<file path="config.mk">
export PLATFORM = sky130hd
export DESIGN_NAME = sys_ctrl
export DESIGN_NICKNAME = d
export VERILOG_FILES = /design/src/rtl/sys_ctrl.sv
export SDC_FILE = /design/constraint.sdc
export NUM_CORES = 1
export LEC_CHECK = 0
export ABC_AREA = 1
export CAP_MARGIN = 20
export CORE_MARGIN = 5
export CORE_UTILIZATION = 48
export CTS_CLUSTER_DIAMETER = 120
export DETAILED_ROUTE_END_ITERATION = 8
export PLACE_DENSITY = 0.79
export REMOVE_ABC_BUFFERS = 1
export SLEW_MARGIN = 30
export SYNTH_ARGS = -nofsm -noshare
export SYNTH_HDL_FRONTEND = slang
export SYNTH_SLANG_ARGS = --single-unit
</file>
<file path="constraint.sdc">
create_clock -name REF_CLK -period 1.7 [get_ports REF_CLK]
set_clock_uncertainty 0.1 [all_clocks]
set_input_delay 0.34 -clock REF_CLK [delete_from_list [all_inputs] [get_ports REF_CLK]]
set_output_delay 0.34 -clock REF_CLK [all_outputs]
set_load 0.03 [all_outputs]
</file>
<file path="src/rtl/sys_ctrl.sv">
// Framed-command controller between the UART receiver and the register file / ALU.
// Decodes write, read and ALU commands and returns results over the TX byte path.
module sys_ctrl #(
  parameter int DATA_WIDTH    = 8,
  parameter int ADDR_WIDTH    = 4,
  parameter int ALU_OUT_WIDTH = 16,
  parameter int FUN_WIDTH     = 4
) (
  input  logic                     REF_CLK,
  input  logic                     RST,
  input  logic [DATA_WIDTH-1:0]    RX_P_DATA,
  input  logic                     RX_D_VLD,
  input  logic [DATA_WIDTH-1:0]    RF_RD_DATA,
  input  logic                     RF_RD_DATA_VLD,
  input  logic [ALU_OUT_WIDTH-1:0] ALU_OUT,
  input  logic                     ALU_OUT_VLD,
  input  logic                     TX_BUSY,
  output logic                     RF_WR_EN,
  output logic                     RF_RD_EN,
  output logic [ADDR_WIDTH-1:0]    RF_ADDR,
  output logic [DATA_WIDTH-1:0]    RF_WR_DATA,
  output logic                     ALU_EN,
  output logic [FUN_WIDTH-1:0]     ALU_FUN,
  output logic                     CLK_GATE_EN,
  output logic [DATA_WIDTH-1:0]    TX_P_DATA,
  output logic                     TX_D_VLD
);

  typedef enum logic [3:0] {
    S_IDLE, S_WR_ADDR, S_WR_DATA, S_RD_ADDR, S_RD_WAIT, S_OP_A, S_OP_B,
    S_ALU_FUN, S_ALU_WAIT, S_TX_LSB, S_TX_MSB
  } state_t;

  localparam logic [DATA_WIDTH-1:0] CMD_WR      = DATA_WIDTH'(8'hAA);
  localparam logic [DATA_WIDTH-1:0] CMD_RD      = DATA_WIDTH'(8'hBB);
  localparam logic [DATA_WIDTH-1:0] CMD_ALU_OP  = DATA_WIDTH'(8'hCC);
  localparam logic [DATA_WIDTH-1:0] CMD_ALU_NOP = DATA_WIDTH'(8'hDD);

  state_t                     state_q;
  logic [ALU_OUT_WIDTH-1:0]   hold_q;
  logic                       two_byte_q;
  logic                       tx_sent_q;
  logic                       rf_wr_en_q;
  logic                       rf_rd_en_q;
  logic [ADDR_WIDTH-1:0]      rf_addr_q;
  logic [DATA_WIDTH-1:0]      rf_wr_data_q;
  logic                       alu_en_q;
  logic [FUN_WIDTH-1:0]       alu_fun_q;
  logic                       clk_gate_en_q;
  logic [DATA_WIDTH-1:0]      tx_p_data_q;
  logic                       tx_d_vld_q;
  logic [DATA_WIDTH-1:0]      tx_byte_d;

  assign tx_byte_d = (state_q == S_TX_MSB) ? hold_q[ALU_OUT_WIDTH-1:DATA_WIDTH]
                                           : hold_q[DATA_WIDTH-1:0];

  always_ff @(posedge REF_CLK or negedge RST) begin
    if (!RST) begin
      state_q       <= S_IDLE;
      hold_q        <= '0;
      two_byte_q    <= 1'b0;
      tx_sent_q     <= 1'b0;
      rf_wr_en_q    <= 1'b0;
      rf_rd_en_q    <= 1'b0;
      rf_addr_q     <= '0;
      rf_wr_data_q  <= '0;
      alu_en_q      <= 1'b0;
      alu_fun_q     <= '0;
      clk_gate_en_q <= 1'b0;
      tx_p_data_q   <= '0;
      tx_d_vld_q    <= 1'b0;
    end else begin
      rf_wr_en_q <= 1'b0;
      rf_rd_en_q <= 1'b0;
      alu_en_q   <= 1'b0;
      tx_d_vld_q <= 1'b0;
      case (state_q)
        S_IDLE: begin
          if (RX_D_VLD) begin
            if (RX_P_DATA == CMD_WR) begin
              state_q <= S_WR_ADDR;
            end else if (RX_P_DATA == CMD_RD) begin
              state_q <= S_RD_ADDR;
            end else if (RX_P_DATA == CMD_ALU_OP) begin
              state_q <= S_OP_A;
            end else if (RX_P_DATA == CMD_ALU_NOP) begin
              state_q       <= S_ALU_FUN;
              clk_gate_en_q <= 1'b1;
            end
          end
        end
        S_WR_ADDR: begin
          if (RX_D_VLD) begin
            rf_addr_q <= RX_P_DATA[ADDR_WIDTH-1:0];
            state_q   <= S_WR_DATA;
          end
        end
        S_WR_DATA: begin
          if (RX_D_VLD) begin
            rf_wr_data_q <= RX_P_DATA;
            rf_wr_en_q   <= 1'b1;
            state_q      <= S_IDLE;
          end
        end
        S_RD_ADDR: begin
          if (RX_D_VLD) begin
            rf_addr_q  <= RX_P_DATA[ADDR_WIDTH-1:0];
            rf_rd_en_q <= 1'b1;
            state_q    <= S_RD_WAIT;
          end
        end
        S_RD_WAIT: begin
          if (RF_RD_DATA_VLD) begin
            hold_q[DATA_WIDTH-1:0] <= RF_RD_DATA;
            two_byte_q             <= 1'b0;
            state_q                <= S_TX_LSB;
          end
        end
        S_OP_A: begin
          if (RX_D_VLD) begin
            rf_addr_q    <= '0;
            rf_wr_data_q <= RX_P_DATA;
            rf_wr_en_q   <= 1'b1;
            state_q      <= S_OP_B;
          end
        end
        S_OP_B: begin
          if (RX_D_VLD) begin
            rf_addr_q     <= ADDR_WIDTH'(1);
            rf_wr_data_q  <= RX_P_DATA;
            rf_wr_en_q    <= 1'b1;
            clk_gate_en_q <= 1'b1;
            state_q       <= S_ALU_FUN;
          end
        end
        S_ALU_FUN: begin
          if (RX_D_VLD) begin
            alu_fun_q <= RX_P_DATA[FUN_WIDTH-1:0];
            alu_en_q  <= 1'b1;
            state_q   <= S_ALU_WAIT;
          end
        end
        S_ALU_WAIT: begin
          if (ALU_OUT_VLD) begin
            hold_q        <= ALU_OUT;
            clk_gate_en_q <= 1'b0;
            two_byte_q    <= 1'b1;
            state_q       <= S_TX_LSB;
          end
        end
        S_TX_LSB, S_TX_MSB: begin
          // Issue once when the transmitter is free, then hold until it reports busy
          // so the byte is known to be taken before moving on.
          if (!tx_sent_q) begin
            if (!TX_BUSY) begin
              tx_p_data_q <= tx_byte_d;
              tx_d_vld_q  <= 1'b1;
              tx_sent_q   <= 1'b1;
            end
          end else if (TX_BUSY) begin
            tx_sent_q <= 1'b0;
            state_q   <= (state_q == S_TX_LSB && two_byte_q) ? S_TX_MSB : S_IDLE;
          end
        end
        default: state_q <= S_IDLE;
      endcase
    end
  end

  assign RF_WR_EN    = rf_wr_en_q;
  assign RF_RD_EN    = rf_rd_en_q;
  assign RF_ADDR     = rf_addr_q;
  assign RF_WR_DATA  = rf_wr_data_q;
  assign ALU_EN      = alu_en_q;
  assign ALU_FUN     = alu_fun_q;
  assign CLK_GATE_EN = clk_gate_en_q;
  assign TX_P_DATA   = tx_p_data_q;
  assign TX_D_VLD    = tx_d_vld_q;

endmodule

</file>
==> impl_metrics.csv, run 1 <==
group,metric,value,unit
hold_path,hold_class,"flip-flop to flip-flop",
final_layout,fillCellCount,432,
setup_path,crit_path_max_fanout,8,
grt,grt_max_degree,52,
hold_path,holdPathStages,2,
detailed_routing,drt_first_pass_iters,5,
sta,max_freq,622,MHz
pwr,switching_share,44.9,%
sta,setup_tns,0,ns
setup_path,cp_slowest_cell,"dfrtp_2",
sta,rsz0062_at_grt,"true",
logic_synthesis,synthFlopType,"dfrtp_1",
detailed_routing,wire_per_inst,13.2,um
pwr,power_density,1650,mW/mm2
clock_tree,clkTransAtPathRegs,0.09,ns
pwr,power.switching,2.62,mW
sta,holdWs,0.379,ns
logic_synthesis,synth_seq_area_share,50.4,%
setup_path,worstSetupEndpointType,"flip-flop",
final_layout,drive_gt1_share,15.8,%
detailed_routing,drtIter0Drc,131,
logic_synthesis,yosys_register_bits,51,
setup_path,worst-path-stages,8,
setup_path,crit_family,"simple AND/OR/NAND/NOR gates",
pwr,p_clk_share,14.1,%
final_layout,multi_input_comb_area,0.00113,mm2
final_layout,fin_nets,455,
logic_synthesis,syn_inst,321,
final_layout,area.sequential,0.00128,mm2
logic_synthesis,post_synth_num_cell_types,26,
detailed_routing,viasPerCell,4.89,
logic_synthesis,yosys.area.top_type_share,50.4,%
clock_tree,root_buffer,"clkbuf_8",
logic_synthesis,synth_area_leaders,"dfrtp_1, nand2_1, nor2_1",
setup_path,path_class,"flip-flop to flip-flop",
grt,grt_overflow,0,
logic_synthesis,synth_edf_count,0,
setup_path,cp-start-kind,"flip-flop",
detailed_routing,drc,0,
pwr,p_leak,1.87,nW
placed_design,place_area,0.00343,mm2
setup_path,cp_common_cell,"nor2_1",
pwr,total_power,5.84,mW
pwr,pwr-share-seq,35.5,%
placed_design,pre_cts_ws,-0.129,ns
detailed_routing,vias,2380,
sta,setup_ws,0.0930,ns
sta,worstMarginPinSlew,0.484,ns
setup_path,critPathBufInv,1,
floorplan,core_area,0.00511,mm2
floorplan,die_area,0.00682,mm2
setup_path,cp.arrival,1.75,ns
final_layout,final_common_cell,"nand2_1",
sta,relSlewSlack,67.5,%
placed_design,place_inst,477,
pwr,ir_drop,0.000810,V
final_layout,area_growth,40.3,%
placed_design,io_buffers,66,
grt,grt_pass1_wl,10.4,mm
clock_tree,cts_sinks,51,
sta,fin_crit_sh,94.5,%
final_layout,final_area,0.00355,mm2
setup_path,cp.required,1.84,ns
clock_tree,cts_tree,"built",
grt,gr-usage-all-layers,20.0,%
final_layout,fin_util,69.5,%
detailed_routing,antenna_left,0,
sta,finalHoldViolCount,0,
logic_synthesis,ys_warn_count,0,
final_layout,num_antenna_cells,0,
floorplan,die_h,82.6,um
grt,grt_pass1_vias,2202,
final_layout,fin_cells,487,
setup_path,reg2reg_depth,8,
clock_tree,htreeDepth,2,
setup_path,cpPeakStageDelay,0.43,ns
floorplan,die_x,82.6,um
grt,antenna_found_initial,0,
sta,setup_viol,0,
pwr,internal_power,3.22,mW
flow_run,drv_cap,0,
logic_synthesis,async_flop_share,100,%
placed_design,gp_congestion,0.884,
logic_synthesis,syn-mean-instance-area,7.88,um2
floorplan,initial_utilization,49.5,%
sta,slew_violations,0,
logic_synthesis,syn_area,0.00253,mm2
floorplan,rows,26,
detailed_routing,wirelength,6.45,mm
logic_synthesis,yosysTopAreaCell,"dfrtp_1",
floorplan,ioPinCount,67,
clock_tree,clk_latency,0.30,ns
pwr,p_comb_share,50.4,%
final_layout,layout_common_cells,"nand2_1, dfrtp_1, nor2_1",
setup_path,cp_cell_sequence,"inv_2, nor2_1, nand2_1, nand2_2, nand2_4, nor2_4, nor2_1, a21oi_2",
run_status,status,"completed",
sta,finalCriticalPeriod,1.61,ns
clock_tree,cts_buffer_depth,2,
placed_design,dp_hpwl,4.63,mm
clock_tree,numCtsBuffers,5,
==> layout make-up <==
| cell class | instances | share of cell area (%) |
|---|---|---|
| sequential | 51 | 36.1 |
| multi-input combinational | 236 | 31.9 |
| timing repair buffer | 92 | 23.4 |
| inverter | 31 | 3.28 |
| tap | 70 | 2.47 |
| clock buffer | 6 | 2.05 |
| clock inverter | 1 | 0.846 |
==> power groups by stage <==
stage	sequential, mW	combinational, mW	clock [mW]
finish	2.07	2.94	0.822
global route	2.15	3.24	0.888
CTS	2.04	2.90	0.826
detailed placement	2.07	3.08	0
global placement	2.05	3.00	0
floorplan	2.60	1.38	0
==> Yosys cell counts (6+ instances only) <==
cell and instances:
o21ai_1 8, dfrtp_1 51, nand2_2 6, nor2_1 41
o21ai_2 7, o21ai_0 14, nand3_1 13, a21oi_1 21
inv_1 28, nand2_1 107
==> per-layer routing <==
layer | share of wire, % | routed length, um | track usage (%)
met1 | 43 | 2780 | 27.2
met2 | 51 | 3310 | 32.7
met4 | 0.76 | 49 | 5.56
met5 | 0 | 0 | 0
met3 | 4.8 | 311 | 3.69
==> path summary, 6_finish.rpt <==
path | slack (ns) | to | startpoint
max in group asynchronous | 0.79 | state_q[3] | RST
min in group asynchronous | 0.45 | RF_WR_DATA[7] | RST
hold / removal | 0.38 | RF_WR_DATA[6] | RF_WR_DATA[6]
setup / recovery | 0.09 | TX_P_DATA[6] | state_q[0]
setup reg to reg | 0.09 | TX_P_DATA[6] | state_q[0]
hold reg to reg | 0.38 | RF_WR_DATA[6] | RF_WR_DATA[6]
==> cells by family after synthesis <==
group           Yosys count  synth area share (%)
compound gates           54                  12.5
simple gates            180                  30.8
mux                       1                 0.445
buf+inv                  35                  5.84
flops                    51                  50.4
==> state kept, by name, summed over array words and instances (netlist names), 4 cells and up <==
register and cells:
ALU_FUN 4, state_q 4, TX_P_DATA 8, RF_ADDR 4, RF_WR_DATA 8, hold_q 16
==> worst reg2reg max path, delay by kind of cell (launching register included) <==
family / cells / cell delay, ns
compound gates: 1 / 0.09
buf+inv: 1 / 0.06
flops: 1 / 0.43
simple gates: 6 / 0.86
==> repair_timing <==
action,in CTS,in global routing
gates cloned,0,1
setup buffers,0,1
pin swaps,0,1
hold buffers,1,0
hold endpoints to repair,51,0
setup endpoints to repair,29,34
resized for setup,29,7
(Power assumes the default switching activity.)
==> inputs of run 2 (changes only) <==
--- a/config.mk
+++ b/config.mk
@@ -13,7 +13,6 @@
 export DETAILED_ROUTE_END_ITERATION = 8
 export PLACE_DENSITY = 0.79
 export REMOVE_ABC_BUFFERS = 1
-export SLEW_MARGIN = 30
 export SYNTH_ARGS = -nofsm -noshare
 export SYNTH_HDL_FRONTEND = slang
 export SYNTH_SLANG_ARGS = --single-unit
==> results of run 2 <==
The final DEF is identical to that of run 1; final timing and power are the same.
